File: config.mk
export PLATFORM = sky130hd
export DESIGN_NAME = hpdmc_refresh
export DESIGN_NICKNAME = d
export VERILOG_FILES = /design/src/rtl/hpdmc_refresh.sv
export SDC_FILE = /design/constraint.sdc
export NUM_CORES = 1
export LEC_CHECK = 0
export BUFFER_PORTS_ARGS = -buffer_cell sky130_fd_sc_hd__clkbuf_2
export CAP_MARGIN = 10
export CORE_AREA = 2 2 56 58
export CTS_CLUSTER_DIAMETER = 50
export DETAILED_ROUTE_END_ITERATION = 8
export DIE_AREA = 0 0 58 60
export MAX_ROUTING_LAYER = met4
export PLACE_DENSITY = 0.76
export SLEW_MARGIN = 0
export SYNTH_ARGS = -nofsm -noshare
export SYNTH_HDL_FRONTEND = slang
export SYNTH_SLANG_ARGS = --single-unit
File: constraint.sdc
create_clock -name sys_clk -period 2.8 [get_ports sys_clk]
set_clock_uncertainty 0.05 [all_clocks]
set_input_delay 0.14 -clock sys_clk [delete_from_list [all_inputs] [get_ports sys_clk]]
set_output_delay 0.14 -clock sys_clk [all_outputs]
set_load 0.1 [all_outputs]
File: src/rtl/hpdmc_refresh.sv
// hpdmc_refresh: auto-refresh scheduler issuing PRECHARGE ALL + AUTO REFRESH
// after a request/grant handshake with the datapath.
module hpdmc_refresh #(
    parameter int max_pending = 7
) (
    input  logic        sys_clk,
    input  logic        sys_rst,
    input  logic        bypass,
    input  logic        sdram_rst,
    input  logic [2:0]  tim_rp,
    input  logic [10:0] tim_refi,
    input  logic [3:0]  tim_rfc,
    output logic        refresh_req,
    input  logic        refresh_grant,
    output logic        refresh_busy,
    output logic        ref_cs_n,
    output logic        ref_ras_n,
    output logic        ref_cas_n,
    output logic        ref_we_n,
    output logic        ref_a10,
    output logic [2:0]  pending,
    output logic        overrun,
    input  logic        overrun_clr
);
    typedef enum logic [2:0] {IDLE, PRECHARGE, WAIT_RP, REFRESH, WAIT_RFC} state_t;
    localparam logic [3:0] cmd_nop = 4'b1111;
    localparam logic [3:0] cmd_pre = 4'b0010;
    localparam logic [3:0] cmd_ref = 4'b0001;
    localparam logic [2:0] max_p   = 3'(max_pending);
    state_t      state;
    logic [10:0] interval;
    logic [3:0]  cnt;
    logic        en, tick, done, full;
    assign en          = !bypass && !sdram_rst;
    assign tick        = en && interval == 11'd0;
    assign done        = en && ((state == REFRESH && tim_rfc == 4'd0) || (state == WAIT_RFC && cnt == 4'd0));
    assign full        = pending == max_p;
    // request is a decode of registered state so a new tick shows up one cycle later
    assign refresh_req = state == IDLE && pending != 3'd0;
    always_ff @(posedge sys_clk) begin
        if (sys_rst) begin
            state <= IDLE;
            interval <= tim_refi;
            cnt <= 4'd0;
            pending <= 3'd0;
            overrun <= 1'b0;
            {ref_cs_n, ref_ras_n, ref_cas_n, ref_we_n} <= cmd_nop;
            ref_a10 <= 1'b0;
            refresh_busy <= 1'b0;
        end else begin
            overrun <= (tick && full && !done) ? 1'b1 : overrun_clr ? 1'b0 : overrun;
            {ref_cs_n, ref_ras_n, ref_cas_n, ref_we_n} <= cmd_nop;
            ref_a10 <= 1'b0;
            if (!en) begin
                interval <= tim_refi;
                pending <= 3'd0;
                state <= IDLE;
                refresh_busy <= 1'b0;
            end else begin
                interval <= tick ? tim_refi : interval - 11'd1;
                // a tick and a completion in the same cycle cancel out
                if (tick && !done && !full)
                    pending <= pending + 3'd1;
                else if (done && !tick)
                    pending <= pending - 3'd1;
                case (state)
                    IDLE: if (refresh_req && refresh_grant) begin
                        state <= PRECHARGE;
                        {ref_cs_n, ref_ras_n, ref_cas_n, ref_we_n} <= cmd_pre;
                        ref_a10 <= 1'b1;
                        refresh_busy <= 1'b1;
                    end
                    PRECHARGE: if (tim_rp == 3'd0) begin
                        state <= REFRESH;
                        {ref_cs_n, ref_ras_n, ref_cas_n, ref_we_n} <= cmd_ref;
                    end else begin
                        state <= WAIT_RP;
                        cnt <= {1'b0, tim_rp} - 4'd1;
                    end
                    WAIT_RP: if (cnt == 4'd0) begin
                        state <= REFRESH;
                        {ref_cs_n, ref_ras_n, ref_cas_n, ref_we_n} <= cmd_ref;
                    end else
                        cnt <= cnt - 4'd1;
                    REFRESH: if (tim_rfc == 4'd0) begin
                        state <= IDLE;
                        refresh_busy <= 1'b0;
                    end else begin
                        state <= WAIT_RFC;
                        cnt <= tim_rfc - 4'd1;
                    end
                    WAIT_RFC: if (cnt == 4'd0) begin
                        state <= IDLE;
                        refresh_busy <= 1'b0;
                    end else
                        cnt <= cnt - 4'd1;
                    default: state <= IDLE;
                endcase
            end
        end
    end
endmodule
==> Word-level counts from Yosys, hierarchy flattened <==
Index checks and enable logic that the tools add are counted.
{ "classes": {"muxes": 27, "n_eq_ne": 12, "bitwise_logic": 2, "n_addsub": 6, "n_reduce_logical": 34} }
{ "op_table": {"columns": ["operator", "count"], "rows": [
  ["two-way mux 11 bit", 3],
  ["two-way mux 3 bit", 6],
  ["one-hot mux 3 bit (5 select lines)", 1],
  ["logical AND 1 bit", 12],
  ["two-way mux 4 bit", 3],
  ["one-hot mux 4 bit (3 select lines)", 1],
  ["logical NOT 11 bit", 1],
  ["subtractor 11 x 1 -> 11 bit (second input constant)", 1],
  ["two-way mux 1 bit", 10],
  ["nonzero test 3 bit", 3],
  ["logical NOT 4 bit", 2],
  ["inequality test 2 bit (second input constant)", 4],
  ["subtractor 4 x 1 -> 4 bit (second input constant)", 2],
  ["== test 3 x 2 -> 1 bit (second input constant)", 2],
  ["== test 3 bit (second input constant)", 2],
  ["logical NOT 3 bit", 2],
  ["inequality test 2 x 1 -> 1 bit (second input constant)", 3],
  ["one-hot mux 1 bit (3 select lines)", 2],
  ["logical NOT 1 bit", 5],
  ["AND reduction 5 bit", 1],
  ["AND reduction 4 bit", 1],
  ["nonzero test 2 bit", 2],
  ["OR reduction 2 bit", 2],
  ["subtractor 3 x 1 -> 4 bit (second input constant)", 1],
  ["8 further kinds", 9]
]} }
{ "word_totals": {"reg_bits": 27, "input_bits": 24, "wordCells": 91, "output_inout_bits": 11} }

==> Logic depth before layout (Yosys ltp) <==
{ "depth": {"depth_word": 8, "ltp_mapped": 9, "ltp_nobuf": 9} }

==> Worst setup path before layout <==
OpenSTA, ideal clock, no wires.
{ "synth_path": {"path_kind": "register to register", "start": "register pending[0]", "end": "register ref_ras_n", "n_path_buf": 0, "required_ns": 2.623, "path_slack_ns": -2.040, "synth_period_minus_slack_ns": 4.840, "setup_time_ns": 0.127, "stages_incl_launch_ff": 6, "arrival_ns": 4.663, "path_cell_list": "dfxtp_1 > nor3_1 > nor4_1 > nand2_1 > a21boi_1 > o21ai_0"} }
{ "synth_via": {"elab_chain_len": 5} }
{ "synth_rtl": {"columns": ["element", "line", "source"], "rows": [
  ["start, declared", "21", "output logic [2:0] pending,"],
  ["start signal, assigned", "63", "pending <= pending + 3'd1;"],
  ["start signal, assigned", "65", "pending <= pending - 3'd1;"],
  ["nonzero test 3 bit", "39", "assign refresh_req = state == IDLE && pending != 3'd0;"],
  ["logical AND 1 bit", "39", null],
  ["net refresh_req", "13", "output logic refresh_req,"],
  ["logical AND 1 bit", "67", "IDLE: if (refresh_req && refresh_grant) begin"],
  ["two-way mux 1 bit", "67", null],
  ["one-hot mux 1 bit (3 select lines)", "66", "case (state)"],
  ["end signal, assigned", "47", "{ref_cs_n, ref_ras_n, ref_cas_n, ref_we_n} <= cmd_nop;"],
  ["end signal, assigned", "69", "{ref_cs_n, ref_ras_n, ref_cas_n, ref_we_n} <= cmd_pre;"],
  ["end signal, assigned", "75", "{ref_cs_n, ref_ras_n, ref_cas_n, ref_we_n} <= cmd_ref;"],
  ["end, declared", "17", "output logic ref_ras_n,"]
]} }
The timed path passes the listed nets, and every way through them passes these cells.
A chain may end at the register's enable or synchronous reset.

==> Final worst setup path <==
{ "layout_path": {"start": "register state[2]", "end": "register pending[2]"} }
{ "layout_via": {"elab_chain_len": 8, "word_cells_on_any_way": 12, "classes_between": "2 x eq/ne; 1 x mux; 9 x reduce/logical"} }
{ "layout_rtl": {"columns": ["element", "line", "source"], "rows": [
  ["start, declared", "30", "state_t state;"],
  ["start signal, assigned", "42", "state <= IDLE;"],
  ["start signal, assigned", "57", "state <= IDLE;"],
  ["start signal, assigned", "68", "state <= PRECHARGE;"],
  ["== test 3 x 2 -> 1 bit / == test 3 bit (equally long branches)", "36", "assign done = en && ((state == REFRESH && tim_rfc == 4'd0) || (state == WAIT_RFC && cnt == 4'd0));"],
  ["logical AND 1 bit", "36", null],
  ["logical OR 1 bit (*)", "36", null],
  ["logical AND 1 bit (*)", "36", null],
  ["logical NOT 1 bit", "62", "if (tick && !done && !full)"],
  ["logical AND 1 bit (2 in series)", "62", null],
  ["two-way mux 3 bit / nonzero test 2 bit (equally long branches)", null, null]
]} }
Mark *: on every way between the ends. The rest lies on a longest branch, timed or not.

==> flow_metrics.py <==
metrics = {
    "setup_path": {
        "crit_top_cell": "nor3_1",
        "path_max_fanout": 15,
        "end_kind": "flop",
        "setup.worst_path.start_class": "flop",
        "cpMaxStageDelayCell": "dfxtp_1",
        "worst-setup-path-type": "reg2reg",
        "crit_arrival_ns": 2.70,
        "crit_chain": "and3b_1 -> a32oi_2 -> nand4_1 -> fa_1 -> nor3_1 -> nor3_1 -> nor3_1",
        "worstPathRequired_ns": 3.00,
        "crit_buf_inv": 0,
        "crit_family": "simple AND/OR/NAND/NOR gates",
        "max_stage_delay_ns": 0.69,
    },
    "detailed_routing": {
        "wl_per_cell_um": 12.1,
        "vias": 1389,
        "via_per_inst": 5.51,
        "firstDrtPassIters": 4,
        "routed_wl_um": 3060,
        "ant_nets": 0,
        "drcViolationCount": 0,
        "dr.first_iter.drc_count": 42,
    },
    "sta": {
        "slew_viol_final": 0,
        "hold_viol_final": 0,
        "fmax_mhz": 400,
        "setup_viol": 0,
        "period_minus_slack_ns": 2.50,
        "setup_tns_ns": 0,
        "whs_ns": 0.00807,
        "post-route-period-util_pct": 89.3,
        "slew_headroom_pct": 51.9,
        "rsz0062_at_grt": "no",
        "tightestPinTransition_ns": 0.714,
    },
    "finish": {
        "design_area_mm2": 0.00181,
        "nNetsFinal": 248,
        "layout_common_cells": "clkbuf_2 (34), dfxtp_1 (24), nand2_1 (19)",
        "drive_gt1_share_pct": 21.9,
        "final_common_cell": "clkbuf_2",
        "fillCellCount": 264,
        "antenna_cells": 0,
        "areaGrowthSynthToFinish_pct": 24.4,
    },
    "global_route": {
        "antenna_found_initial": 0,
        "global_route.usage.met2_pct": 36.2,
        "grt.total_usage_pct": 19.4,
        "grt_use_met3_pct": 2.16,
        "grt_max_degree": 23,
        "overflow": 0,
        "grt_pass1_vias": 1293,
        "grtUsageMet1_pct": 21.5,
        "grt_pass1_wl_um": 5130,
        "grt_busiest_layer": "met2",
    },
    "pwr": {
        "p_sw_uw": 166,
        "seq_power_share_pct": 61.9,
        "leakage_uw": 0.000775,
        "p_per_area_mw_per_mm2": 366,
        "clock_power_share_pct": 25.2,
        "combPwrFrac_pct": 12.9,
        "intPower_uw": 497,
        "sw_frac_of_total_pct": 25.0,
        "ir_worst_vdd_mv": 0.257,
    },
    "synthesis": {
        "syn_area_per_cell_um2": 8.36,
        "synth_seq_area_share_pct": 37.2,
        "ys_warn_count": 0,
        "synth_edf_count": 0,
        "netlist_area_mm2": 0.00145,
        "ys_types": 39,
        "yosys_register_bits": 27,
        "syn_inst": 174,
        "async_flop_share_pct": 0,
        "ys.flop_type": "dfxtp_1",
        "synth_nets": 202,
    },
    "die": {
        "rows": 20,
        "coreArea_mm2": 0.00290,
        "die_x_um": 58,
        "ios": 35,
        "initial_core_util_pct": 50.1,
        "die_y_um": 60,
        "die_area_mm2": 0.00348,
    },
    "clock_network": {
        "cts_setup_buffers": 0,
        "cts_tree": "built",
        "clk_latency_ns": 0.33,
        "clk_pin_slew_ns": 0.14,
        "htreeDepth": 1,
        "cts_inserted_buffers": 3,
        "clockBufferDepth": 2,
        "cts-root-buf": "clkbuf_4",
        "cts_num_sinks": 27,
    },
    "placement": {
        "portBuffers": 34,
        "gp_congestion": 0.917,
        "hpwl_um": 2290,
        "place_area_mm2": 0.00166,
    },
    "run_status": {
        "status": "completed",
    },
    "run": {
        "cap_violations": 0,
    },
    "hold_path": {
        "min_path_type": "in2reg",
    },
}
-- worst register-to-register path: cells and delay by family, from the launching register on --
family	cells	cell delay, ns
AOI/OAI and AO/OA	1	0.32
DFF	1	0.69
and+or+nand+nor	5	0.95
adders and majority gates	1	0.40
-- cell families (layout without fill, tap and decap cells) --
kind of cell | after synthesis | after routing | share of synthesized area (%)
AOI/OAI and AO/OA | 33 | 33 | 15.4
DFF | 27 | 27 | 37.2
and+or+nand+nor | 84 | 84 | 30.8
buffers and inverters | 12 | 57 | 3.61
muxes | 1 | 1 | 0.688
adders and majority gates | 4 | 4 | 3.96
xor gates and xnor gates | 13 | 13 | 8.35
-- per-layer routing --
metal,up-vias,routed length [um]
met3,2,116
met2,33,1570
met4,0,29
met5,-,0
met1,637,1340
li1,717,-
-- path summary, 6_finish.rpt --
check	to	cells after the start	start	slack (ns)
hold / removal	overrun$_SDFFE_PP0P_	3	overrun_clr	0.008
setup / recovery	pending[2]$_SDFFE_PP0P_	7	state[2]$_SDFFE_PP0P_	0.30
hold reg to reg	overrun$_SDFFE_PP0P_	2	overrun$_SDFFE_PP0P_	0.43
setup reg to reg	pending[2]$_SDFFE_PP0P_	7	state[2]$_SDFFE_PP0P_	0.30
-- repair_timing --
action / in CTS / in global routing
endpoints found under the hold margin: 13 / 0
hold buffers: 12 / 0
resized for setup: 0 / 0
-- area by class of cell --
class	count	area [um^2]	area share (%)
Clock buffer	3	22.5	1.24
Clock inverter	1	5.00	0.277
Sequential cell	27	544	30.1
Timing Repair Buffer	47	298	16.5
Multi-Input combinational cell	135	876	48.4
Tap cell	33	41.3	2.28
Inverter	6	22.5	1.24
-- cells in the mapped netlist, drive strengths merged (4+ instances only) --
master / instances / area share [%]
nor3: 16 / 5.5
xor2: 7 / 4.7
a21oi: 5 / 1.7
nand2b: 6 / 2.6
o21ai: 15 / 5.2
nor4: 6 / 3.4
inv: 6 / 1.5
or3: 5 / 2.2
dfxtp: 27 / 37
nand3: 7 / 2.4
xnor2: 6 / 3.6
buf: 4 / 1.5
and3: 4 / 1.7
nor2: 10 / 2.6
nand2: 19 / 4.9
-- sequential cells by signal, indices dropped and copies added, names as in the netlist --
register and cells:
pending 3, overrun 1, ref_ras_n 1, state 3
ref_we_n 1, cnt 4, interval 11, ref_a10 1
refresh_busy 1, ref_cas_n 1
-- power groups by stage --
stage | combinational [uW] | clock (uW) | sequential (uW)
5_1_grt | 97.0 | 186 | 412
2_1_floorplan | 43.9 | 0 | 416
4_1_cts | 85.5 | 176 | 410
3_5_place_dp | 71.6 | 0 | 418
6_report | 85.3 | 167 | 410
3_3_place_gp | 69.3 | 0 | 418
-- through the flow --
step           std cells  setup WS, ns  power [uW]  util, %
4_1_cts              252         0.329         672     62.3
5_1_grt              252        0.0642         695     62.3
2_1_floorplan        174         0.174         460        -
3_3_place_gp         236         0.456         487     57.2
3_5_place_dp         236         0.355         490     57.2
6_report             252         0.299         662     62.3
(Power assumes the default switching activity.)
